File: src/rtl/muldiv_pkg.sv
// rtl/muldiv_pkg.sv - op encodings, FSM states and op decode helpers for muldiv_unit
package muldiv_pkg;

    localparam logic [2:0] OP_MULT  = 3'b000;
    localparam logic [2:0] OP_MULTU = 3'b001;
    localparam logic [2:0] OP_DIV   = 3'b010;
    localparam logic [2:0] OP_DIVU  = 3'b011;
    localparam logic [2:0] OP_MTHI  = 3'b100;
    localparam logic [2:0] OP_MTLO  = 3'b101;

    typedef enum logic [1:0] {
        IDLE = 2'd0,
        MUL  = 2'd1,
        DIV  = 2'd2,
        FIX  = 2'd3
    } state_t;

    function automatic logic is_mult_op(input logic [2:0] op);
        return (op == OP_MULT) || (op == OP_MULTU);
    endfunction

    function automatic logic is_div_op(input logic [2:0] op);
        return (op == OP_DIV) || (op == OP_DIVU);
    endfunction

    function automatic logic is_signed_op(input logic [2:0] op);
        return (op == OP_MULT) || (op == OP_DIV);
    endfunction

endpackage

File: src/rtl/muldiv_divstep.sv
// rtl/muldiv_divstep.sv - one combinational restoring-division step
module muldiv_divstep #(
    parameter int WIDTH = 32
) (
    input  logic [WIDTH-1:0] rem_in,
    input  logic [WIDTH-1:0] divisor,
    input  logic             bit_in,
    output logic [WIDTH-1:0] rem_out,
    output logic             q_bit
);

    logic [WIDTH:0] shifted;

    assign shifted = {rem_in, bit_in};
    assign q_bit   = (shifted >= {1'b0, divisor});
    // After a successful subtract the remainder is below the divisor, so it fits WIDTH bits.
    assign rem_out = WIDTH'(q_bit ? (shifted - {1'b0, divisor}) : shifted);

endmodule

File: src/rtl/muldiv_unit.sv
// rtl/muldiv_unit.sv - iterative multiply/divide unit owning HI/LO; MULDIV_FAST_MULT_EN selects a one-cycle multiplier
module muldiv_unit
    import muldiv_pkg::*;
#(
    parameter int WIDTH = 32
) (
    input  logic             clk,
    input  logic             reset,
    input  logic             start,
    input  logic [2:0]       op,
    input  logic [WIDTH-1:0] a,
    input  logic [WIDTH-1:0] b,
    input  logic             cancel,
    output logic             busy,
    output logic             done,
    output logic [WIDTH-1:0] hi,
    output logic [WIDTH-1:0] lo
);

    localparam int CW = $clog2(WIDTH + 1);
    localparam int W2 = 2 * WIDTH;

    state_t           state, state_nxt;
    logic [CW-1:0]    cnt;
    logic [W2-1:0]    acc;
    logic [WIDTH-1:0] opnd;
    logic             neg_q, neg_r, is_div;

    logic             issue, last_iter, sgn, a_neg, b_neg;
    logic [WIDTH-1:0] a_mag, b_mag;

    assign issue     = start && !cancel;
    assign last_iter = (cnt == CW'(WIDTH - 1));
    assign sgn       = is_signed_op(op);
    assign a_neg     = sgn && a[WIDTH-1];
    assign b_neg     = sgn && b[WIDTH-1];
    assign a_mag     = a_neg ? -a : a;
    assign b_mag     = b_neg ? -b : b;

    // Multiply: acc = {partial product, remaining multiplier bits}, shifted right each step.
    logic [WIDTH:0]   mul_sum;
    logic [W2-1:0]    mul_next;
    assign mul_sum  = {1'b0, acc[W2-1:WIDTH]} + {1'b0, (acc[0] ? opnd : {WIDTH{1'b0}})};
    assign mul_next = {mul_sum, acc[WIDTH-1:1]};

    // Divide: acc = {partial remainder, dividend bits shifting out / quotient bits shifting in}.
    logic [WIDTH-1:0] rem_step;
    logic             q_step;
    logic [W2-1:0]    div_next;

    muldiv_divstep #(.WIDTH(WIDTH)) u_divstep (
        .rem_in  (acc[W2-1:WIDTH]),
        .divisor (opnd),
        .bit_in  (acc[WIDTH-1]),
        .rem_out (rem_step),
        .q_bit   (q_step)
    );
    assign div_next = {rem_step, acc[WIDTH-2:0], q_step};

    logic [W2-1:0]    prod_mag, prod;
    logic [WIDTH-1:0] quo, rem, lo_div, hi_div;

`ifdef MULDIV_FAST_MULT_EN
    assign prod_mag = W2'(acc[WIDTH-1:0]) * W2'(opnd);
`else
    assign prod_mag = acc;
`endif
    assign prod   = neg_q ? -prod_mag : prod_mag;
    assign quo    = acc[WIDTH-1:0];
    assign rem    = acc[W2-1:WIDTH];
    // A zero divisor leaves remainder = |a|; with the sign fix-up that restores a itself.
    assign lo_div = (opnd == '0) ? {WIDTH{1'b1}} : (neg_q ? -quo : quo);
    assign hi_div = neg_r ? -rem : rem;

    always_ff @(posedge clk or negedge reset) begin
        if (!reset) state <= IDLE;
        else        state <= state_nxt;
    end

    always_comb begin
        state_nxt = state;
        case (state)
            IDLE: begin
                if (issue && is_mult_op(op)) begin
`ifdef MULDIV_FAST_MULT_EN
                    state_nxt = FIX;
`else
                    state_nxt = MUL;
`endif
                end else if (issue && is_div_op(op)) begin
                    state_nxt = DIV;
                end
            end
            MUL:     state_nxt = cancel ? IDLE : (last_iter ? FIX : MUL);
            DIV:     state_nxt = cancel ? IDLE : (last_iter ? FIX : DIV);
            FIX:     state_nxt = IDLE;
            default: state_nxt = IDLE;
        endcase
    end

    always_comb begin
        busy = (state != IDLE);
    end

    always_ff @(posedge clk or negedge reset) begin
        if (!reset) begin
            hi     <= '0;
            lo     <= '0;
            done   <= 1'b0;
            cnt    <= '0;
            acc    <= '0;
            opnd   <= '0;
            neg_q  <= 1'b0;
            neg_r  <= 1'b0;
            is_div <= 1'b0;
        end else begin
            done <= 1'b0;
            case (state)
                IDLE: begin
                    if (issue) begin
                        cnt   <= '0;
                        neg_q <= a_neg ^ b_neg;
                        neg_r <= a_neg;
                        if (is_mult_op(op)) begin
                            acc    <= {{WIDTH{1'b0}}, b_mag};
                            opnd   <= a_mag;
                            is_div <= 1'b0;
                        end else if (is_div_op(op)) begin
                            acc    <= {{WIDTH{1'b0}}, a_mag};
                            opnd   <= b_mag;
                            is_div <= 1'b1;
                        end else if (op == OP_MTHI) begin
                            hi <= a;
                        end else if (op == OP_MTLO) begin
                            lo <= a;
                        end
                    end
                end
                MUL: begin
                    acc <= mul_next;
                    cnt <= cnt + CW'(1);
                end
                DIV: begin
                    acc <= div_next;
                    cnt <= cnt + CW'(1);
                end
                FIX: begin
                    if (!cancel) begin
                        done <= 1'b1;
                        if (is_div) begin
                            hi <= hi_div;
                            lo <= lo_div;
                        end else begin
                            hi <= prod[W2-1:WIDTH];
                            lo <= prod[WIDTH-1:0];
                        end
                    end
                end
                default: ;
            endcase
        end
    end

endmodule

File: config.mk
export PLATFORM = sky130hd
export DESIGN_NAME = muldiv_unit
export DESIGN_NICKNAME = d
export VERILOG_FILES = /design/src/rtl/muldiv_pkg.sv /design/src/rtl/muldiv_divstep.sv /design/src/rtl/muldiv_unit.sv
export SDC_FILE = /design/constraint.sdc
export NUM_CORES = 1
export LEC_CHECK = 0
export CAP_MARGIN = 20
export CORE_MARGIN = 4
export CORE_UTILIZATION = 30
export CTS_CLUSTER_DIAMETER = 120
export DETAILED_ROUTE_END_ITERATION = 8
export HOLD_SLACK_MARGIN = 0.03
export PLACE_DENSITY_LB_ADDON = 0.12
export SYNTH_ARGS = -nofsm -noshare
export SYNTH_HDL_FRONTEND = slang
export SYNTH_SLANG_ARGS = --single-unit
export TNS_END_PERCENT = 1
File: constraint.sdc
create_clock -name clk -period 3.43 [get_ports clk]
set_clock_uncertainty 0.2 [all_clocks]
set_input_delay 0.686 -clock clk [delete_from_list [all_inputs] [get_ports clk]]
set_output_delay 0.686 -clock clk [all_outputs]
set_load 0.02 [all_outputs]
# Word-level counts from Yosys, hierarchy flattened
# Index checks and enable logic that the tools add are counted.
# classes
reduce_logical	24
eq_ne	18
bitwise	1
n_lt_le_gt_ge	1
n_mux	42
add_sub_neg	8
# ops
cell	n
2-to-1 mux 32 bit	22
2-to-1 mux 64 bit	4
case mux 64 bit (3 select lines)	1
negation 32 bit	4
case mux 32 bit (2 select lines)	2
negation 64 bit	1
adder 32 x 32 -> 33 bit	1
greater-or-equal comparator 33 x 32 -> 1 bit	1
logical NOT 32 bit	1
subtractor 32 bit	1
inequality test 2 bit (second input constant)	7
case mux 6 bit (2 select lines)	1
2-to-1 mux 2 bit	5
case mux 2 bit (4 select lines)	1
nonzero test 2 bit	4
AND reduction 7 bit	1
adder 6 x 1 -> 6 bit (second input constant)	1
== test 3 x 2 -> 1 bit (second input constant)	2
== test 3 bit (second input constant)	2
== test 6 x 5 -> 1 bit (second input constant)	1
2-to-1 mux 6 bit	1
inequality test 3 bit (second input constant)	2
AND reduction 3 bit	2
AND reduction 6 bit	1
other kinds (13)	25
# word_totals
reg_bits	172
in_bits	71
word_cells	104
out_inout_bits	66

# Logic depth before layout (Yosys ltp)
# Gate-level depths: netlist of run 1.
# logic_depth
word_depth	8
depth_mapped	15
depth_no_buf	13

# Cells and area by module
# Synthesis of run 1 repeated with hierarchy kept, for this count alone.
# unflattened
hier_cells	1944
hier_area_um2	15436.1
# by_module_without_submodules
mod	area_per_inst_um2	seq_area_each_um2	n_inst	cells_per_inst
muldiv_unit	13105.1	4304.1	1	1621
muldiv_divstep	2331.0	0.0	1	323

# Least setup slack after synthesis of run 1
# OpenSTA, ideal clock, no wires.
# synth_path
path_type	register to register
start	register acc[0]
end	register hi[10]
setup_time_ns	0.131
slack_ns	0.105
t_arrival_ns	2.993
synth_period_minus_slack_ns	3.325
n_path_buf	1
stages_incl_launch_ff	13
t_required_ns	3.099
cell_sequence	dfrtp_1 > inv_1 > clkbuf_1 > ha_1 > or4b_1 > nand2b_1 > nand2b_2 > or3_4 > o21ai_4 > a21bo_1 > xor2_1 > mux2i_1 > o21ai_1
# synth_between
elab_chain_cells	5
# synth_rtl
element	line_no	text
start, declared	muldiv_unit.sv:25	logic [W2-1:0] acc;
start signal, assigned	muldiv_unit.sv:125	acc <= {{WIDTH{1'b0}}, b_mag};
start signal, assigned	muldiv_unit.sv:129	acc <= {{WIDTH{1'b0}}, a_mag};
start signal, assigned	muldiv_unit.sv:140	acc <= mul_next;
negation 64 bit	muldiv_unit.sv:68	assign prod = neg_q ? -prod_mag : prod_mag;
2-to-1 mux 64 bit	muldiv_unit.sv:68	
2-to-1 mux 32 bit	muldiv_unit.sv:150	if (is_div) begin
2-to-1 mux 32 bit	muldiv_unit.sv:148	if (!cancel) begin
case mux 32 bit (2 select lines)	muldiv_unit.sv:118	case (state)
end signal, assigned	muldiv_unit.sv:151	hi <= hi_div;
end signal, assigned	muldiv_unit.sv:154	hi <= prod[W2-1:WIDTH];
end, declared	muldiv_unit.sv:16	output logic [WIDTH-1:0] hi,
# Every way passes these cells. The select of a mux whose other input is x is not followed.
# A chain may end at the register's enable or synchronous reset.

# Final worst setup path of run 1
# layout_path
start	register acc[0]
end	register acc[62]
# layout_between
elab_chain_cells	3
# layout_rtl
element	line_no	text
2-to-1 mux 32 bit	muldiv_unit.sv:43	assign mul_sum = {1'b0, acc[W2-1:WIDTH]} + {1'b0, (acc[0] ? opnd : {WIDTH{1'b0}})};
adder 32 x 32 -> 33 bit	muldiv_unit.sv:43	
case mux 64 bit (3 select lines)	muldiv_unit.sv:118	
# Every way passes these cells.

==> out/results.ini, run 1 <==
[setup_path]
rr_startpoint=acc[0]$_DFFE_PN0P_
startpoint=acc[0]$_DFFE_PN0P_
rrSetupSlack_ns=0.004
critPathLaunchType=register
cp-end-kind=register
path_delay_family=compound AO/OA/AOI/OAI gates
critPathArrivalTime_ns=3.56
setup.worst_path.end=acc[62]$_DFFE_PN0P_
criticalPathCategory=reg2reg
critPathRequiredTime_ns=3.57
crit_fanout=9
crit_buf_inv=4
timing.critical_path.cells=inv_2 -> buf_12 -> nor2_1 -> ha_1 -> buf_4 -> o21ai_0 -> nor2_1 -> o31ai_2 -> a21oi_2 -> o22ai_2 -> buf_4 -> o21a_4 -> nor3_2 -> mux2i_1 -> o211ai_1
cp.depth=15
reg2reg_to=acc[62]$_DFFE_PN0P_
r2r_cells=15
critical_path.max_stage_delay_ns=0.43
critPathSlowestCell=dfrtp_1

[layout]
nFillCells=5274
fin_util_pct=40.52
drive_above_1_share_pct=19.12
antenna_cells=0
syn_to_final_growth_pct=33.76
fin_nets=2488

[floorplan]
initial_core_util_pct=30.30
pin_count=137
die_h_um=232.9
num_rows=82
core_region_area_um2=50070
die_area_um2=54220
die_w_um=232.9

[synthesis]
syn_inst=1979
ys_async_sr_fraction_pct=100.0
netlist-cell-type-count=87
synth_edf_count=0
avgSynthCellArea_um2=7.665
synth_common_cells=nand2_1, o21ai_0, nor2_1
yosysMostFrequentCell=nand2_1
synth_area_leaders=dfrtp_1, o21ai_0, nand2_1
netlist_area_um2=15170
yosys_most_used_dff=dfrtp_1
syn_nets=2125
ys_warn_count=0
seq_area_frac_synth_pct=28.38
ys_seq_elements=172
synth_top_cell_area_share_pct=28.38
yosys.area.top_type=dfrtp_1

[drt]
via_per_inst=5.418
remaining_drc_errors=0
wl_per_cell_um=22.72
drtPass1Iterations=5
vias=16394
drt_iter0_drc=1378
routed_wl_mm=68.74
detail-route-antenna-nets=0

[timing]
fin_tns_setup_ns=0
worstMarginPinSlew_ns=0.8464
hold_viol=0
relSlewSlack_pct=43.57
max_freq_mhz=291.9
min_period_over_period_pct=99.88
post-route-min-period_ns=3.426
whs_ns=0.2759
slew_violations=0
rsz0062_at_grt=true
setup_viol=0

[global_route]
grt_antenna_before_repair=3
first_global_vias=16148
grt_max_degree=71
grtUsageTotal_pct=25.05
grt_pass1_wl_mm=101.9
grt_overflow=0

[clock_tree]
cts_buffers=17
cts_tree=yes
clockBufferDepth=2
cts_num_sinks=172
cts_root_buf=clkbuf_16
cts.reportedPaths.clkPinSlew_ns=0.08
insertion_delay_ns=0.49
h-tree-depth=4

[power_and_ir_drop]
cellLeakagePower_uw=0.008940
vdd_drop_max_mv=0.4814
power_density_nw_per_um2=1030
p_total_uw=20910

[place]
hpwlAfterDp_mm=55.48
gp_congestion=0.9410
port_buffers=136

[worst_hold_path]
min_path_cells=2
hold_class=reg2reg

[run]
maxCapViolCount=0

[run_status]
outcome=finished, final reports clean

==> worst min path at each step <==
stage | to | start | slack (ns)
final | lo[2]$_DFFE_PN0P_ | lo[2]$_DFFE_PN0P_ | 0.28
after global routing | lo[1]$_DFFE_PN0P_ | lo[1]$_DFFE_PN0P_ | 0.31
after CTS | lo[2]$_DFFE_PN0P_ | lo[2]$_DFFE_PN0P_ | 0.29
after detailed placement | lo[2]$_DFFE_PN0P_ | lo[2]$_DFFE_PN0P_ | 0.27
after global placement | hi[31]$_DFFE_PN0P_ | hi[31]$_DFFE_PN0P_ | 0.26
after floorplan | acc[0]$_DFFE_PN0P_ | reset | 0.19
==> final cells by class <==
class,count,area (µm²),area share [%]
Clock buffer,18,439.2,2.165
Clock inverter,13,168.9,0.8325
Multi-Input combinational cell,1612,10280,50.67
Timing Repair Buffer,475,4014,19.78
Inverter,64,240.2,1.184
Sequential cell,172,4305,21.22
Tap cell,672,840.8,4.144
==> layout by cell type (no fill, tap or decap), types with 61 or more instances in the layout <==
| cell type | n |
|---|---|
| ha_1 | 68 |
| dfrtp_1 | 171 |
| a21oi_1 | 146 |
| xnor2_1 | 82 |
| xor2_1 | 89 |
| clkdlybuf4s50_1 | 135 |
| buf_4 | 329 |
| inv_1 | 61 |
| nand2_1 | 243 |
| o21ai_0 | 187 |
| nor2_1 | 186 |
==> registers in the layout (all words and copies together), names as in the netlist <==
name	cells
state	2
is_div	1
neg_r	1
done	1
opnd	32
lo	32
neg_q	1
hi	32
cnt	6
acc	64
==> cells by family (layout without fill, tap and decap cells) <==
| family | count (synthesis) | count (layout) | share of synthesized area, % |
|---|---|---|---|
| adder cells (fa/ha/maj) | 75 | 75 | 6.286 |
| AND/OR/NAND/NOR | 673 | 673 | 20.74 |
| multiplexers | 39 | 39 | 2.623 |
| AO/OA/AOI/OAI | 654 | 654 | 26.85 |
| XOR/XNOR | 171 | 171 | 9.874 |
| buffers and inverters | 195 | 570 | 5.254 |
| flip-flops | 172 | 172 | 28.38 |
==> repair_timing <==
action	CTS	global route
hold buffers	1	0
endpoints found under the hold margin	50	0
gates resized for setup	15	29
setup buffers	4	4
pin swaps	4	11
setup endpoints to repair	13	26
==> where the power goes <==
group          internal, µW  switching, µW
Combinational          6280           8740
Sequential             2980            797
Clock                  1160            943
Total                 10400          10500
==> worst register-to-register path: cells and delay by family, from the launching register on <==
| family | cells | cell delay [ns] |
|---|---|---|
| buf+inv | 4 | 0.52 |
| fa+ha+maj | 1 | 0.29 |
| mux | 1 | 0.31 |
| simple gates | 3 | 0.49 |
| flops | 1 | 0.43 |
| compound gates | 6 | 1.04 |
==> metrics by stage <==
step / setup WS (ns) / std cells / instance area, µm²
after floorplan: 0.1053 / 1979 / 15170
after global placement: -0.2237 / 2986 / 19420
after detailed placement: -0.2265 / 2986 / 19420
after CTS: 0.0007212 / 3022 / 20150
after global routing: -0.07996 / 3026 / 20290
final: 0.004256 / 3026 / 20290
==> per-layer routing <==
layer	share of wire, %	up-vias	GRT usage, %
li1	-	7870	-
met1	45	7925	34.39
met2	44	509	38.78
met3	6.8	88	5.338
met4	3.6	2	9.115
met5	0.012	-	0
No activity file was read; power rests on OpenSTA's default activity.
==> run 2, diff against run 1 <==
Clock period 3.43 ns to 3.9 ns, I/O delays scaled along.
==> run 2 against run 1 <==
Compared with the run above: setup slack better by 0.24 ns; critical path type unchanged; die area unchanged; highest routed layer is now met4; sequential cell count unchanged; register-to-register slack improved by 0.24 ns; total power fell by 17%; sequential power shrank 10%; critical path depth fell by 4; sequential share of layout area grew 1.6 points.
==> out/results.ini, run 2 (synthesis gave the netlist of run 1 again) <==
[floorplan]
die_h_um=232.9  ; unchanged
die_area_um2=54220  ; unchanged
num_rows=82  ; unchanged
core_region_area_um2=50070  ; unchanged
die_w_um=232.9  ; unchanged
pin_count=137  ; unchanged
initial_core_util_pct=30.30  ; unchanged

[setup_path]
criticalPathCategory=reg2reg
reg2reg_to=acc[55]$_DFFE_PN0P_
rr_startpoint=opnd[9]$_DFFE_PN0P_
critPathLaunchType=register
critPathRequiredTime_ns=4.07  ; +0.50 ns
crit_fanout=7  ; -2
cp-end-kind=register
r2r_cells=11  ; -4
critPathArrivalTime_ns=3.83  ; +0.27 ns
rrSetupSlack_ns=0.24  ; +0.24 ns

[layout]
top_register=acc
mostFrequentLayoutCells=nand2_1, o21ai_0, nor2_1, dfrtp_1, buf_4
syn_to_final_growth_pct=24.38
final_common_cell=nand2_1
fin_util_pct=37.68  ; -2.8 points
drive_above_1_share_pct=11.40  ; -7.7 points
fin_nets=2317  ; -6.9%
largest_reg_flops=64  ; unchanged
nFillCells=5293  ; +0.36%

[timing]
min_period_over_period_pct=93.78  ; -6.1 points
rsz0062_at_grt=false
relSlewSlack_pct=40.87  ; -2.7 points
fin_tns_setup_ns=0  ; unchanged
setup_viol=0  ; unchanged
slew_violations=0  ; unchanged
hold_viol=0  ; unchanged
worstMarginPinSlew_ns=0.8869  ; +0.04049 ns
post-route-min-period_ns=3.657  ; +0.2318 ns
max_freq_mhz=273.4  ; -6.3%

[place]
hpwlAfterDp_mm=52.86  ; -4.7%
gp_congestion=0.9218  ; -2.0%
port_buffers=136  ; unchanged

[global_route]
first_global_vias=15218  ; -5.8%
grt_pass1_wl_mm=97.37  ; -4.4%
grtUsageTotal_pct=24.10  ; -0.95 points
grt_overflow=0  ; unchanged
grt_max_degree=82  ; +15%
grt_antenna_before_repair=3  ; unchanged

[drt]
drtPass1Iterations=7  ; +2
detail-route-antenna-nets=0  ; unchanged
via_per_inst=5.531  ; +2.1%
drt_iter0_drc=1343  ; -2.5%
remaining_drc_errors=0  ; unchanged
vias=15803  ; -3.6%
wl_per_cell_um=23.23  ; +2.3%
routed_wl_mm=66.36  ; -3.5%

[clock_tree]
h-tree-depth=4  ; unchanged
clockBufferDepth=2  ; unchanged
hold_buffers=0  ; -1
cts_tree=yes
cts_num_sinks=172  ; unchanged
cts_root_buf=clkbuf_16
cts_buffers=17  ; unchanged
cts.reportedPaths.clkPinSlew_ns=0.07  ; about the same
insertion_delay_ns=0.50  ; about the same

[worst_hold_path]
hold_class=in2async

[run]
maxCapViolCount=0  ; unchanged

[run_status]
outcome=finished, final reports clean

[power_and_ir_drop]
cellLeakagePower_uw=0.008101  ; -9.4%
vdd_drop_max_mv=0.4162  ; -14%
power_density_nw_per_um2=914.8  ; -11%

## run 2: layout make-up
type | count | area, µm² | area share (%)
Antenna cell | 1 | 2.502 | 0.01326
Clock buffer | 19 | 452.9 | 2.401
Tap cell | 672 | 840.8 | 4.457
Clock inverter | 13 | 178.9 | 0.9484
Sequential cell | 172 | 4304 | 22.81
Inverter | 64 | 240.2 | 1.273
Timing Repair Buffer | 304 | 2736 | 14.50
Multi-Input combinational cell | 1612 | 10110 | 53.59
## run 2: through the flow
step / worst slack (ns) / total power, µW / std cells / hold WS [ns] / cell area [µm²]
2_1_floorplan: 0.5753 / 10800 / 1979 / 0.2498 / 15170
6_report: 0.2425 / 17260 / 2857 / 0.1000 / 18870
4_1_cts: 0.1625 / 17210 / 2856 / 0.1022 / 18860
3_3_place_gp: 0.03729 / 15160 / 2824 / 0.2640 / 18230
5_1_grt: 0.02064 / 18520 / 2856 / 0.1358 / 18860
3_5_place_dp: 0.006082 / 15210 / 2824 / 0.2692 / 18230
## run 2: report_power, final
group          switching (µW)  internal (µW)  leakage, µW
Sequential                782           2620      0.00213
Combinational            7260           4660      0.00566
Clock                     876           1060     0.000307
## run 2: timing repair
action | in CTS | in global routing
gates resized for setup | 0 | 2
endpoints found under the setup margin | 0 | 2
setup buffers | 0 | 0
## run 2: layer usage
layer,global-route usage [%],up-vias,routed length [µm]
li1,-,7526,-
met1,32.94,7641,30170
met2,36.85,536,28990
met3,4.591,100,4087
met4,10.87,0,3113
met5,0,-,0
## run 2: worst max-delay path by stage
stage	start	to	slack, ns	depth (start not counted)
after floorplan	acc[0]$_DFFE_PN0P_	hi[10]$_DFFE_PN0P_	0.58	12
after global placement	a[20]	acc[29]$_DFFE_PN0P_	0.04	10
after detailed placement	a[20]	acc[29]$_DFFE_PN0P_	0.006	10
after CTS	acc[0]$_DFFE_PN0P_	acc[62]$_DFFE_PN0P_	0.16	15
after global routing	opnd[0]$_DFFE_PN0P_	acc[59]$_DFFE_PN0P_	0.02	15
final	opnd[9]$_DFFE_PN0P_	acc[55]$_DFFE_PN0P_	0.24	11
## run 2: worst max-delay path, cell delays in order (launching register included)
cell       delay [ns]
dfrtp_1          0.41
inv_1            0.13
ha_1             0.44
nand4_1          0.20
nor2_1           0.27
o21ai_0          0.24
a2111oi_1        0.51
o21ai_0          0.23
a21oi_1          0.20
o21ai_0          0.11
a31o_2           0.26
a221o_1          0.33
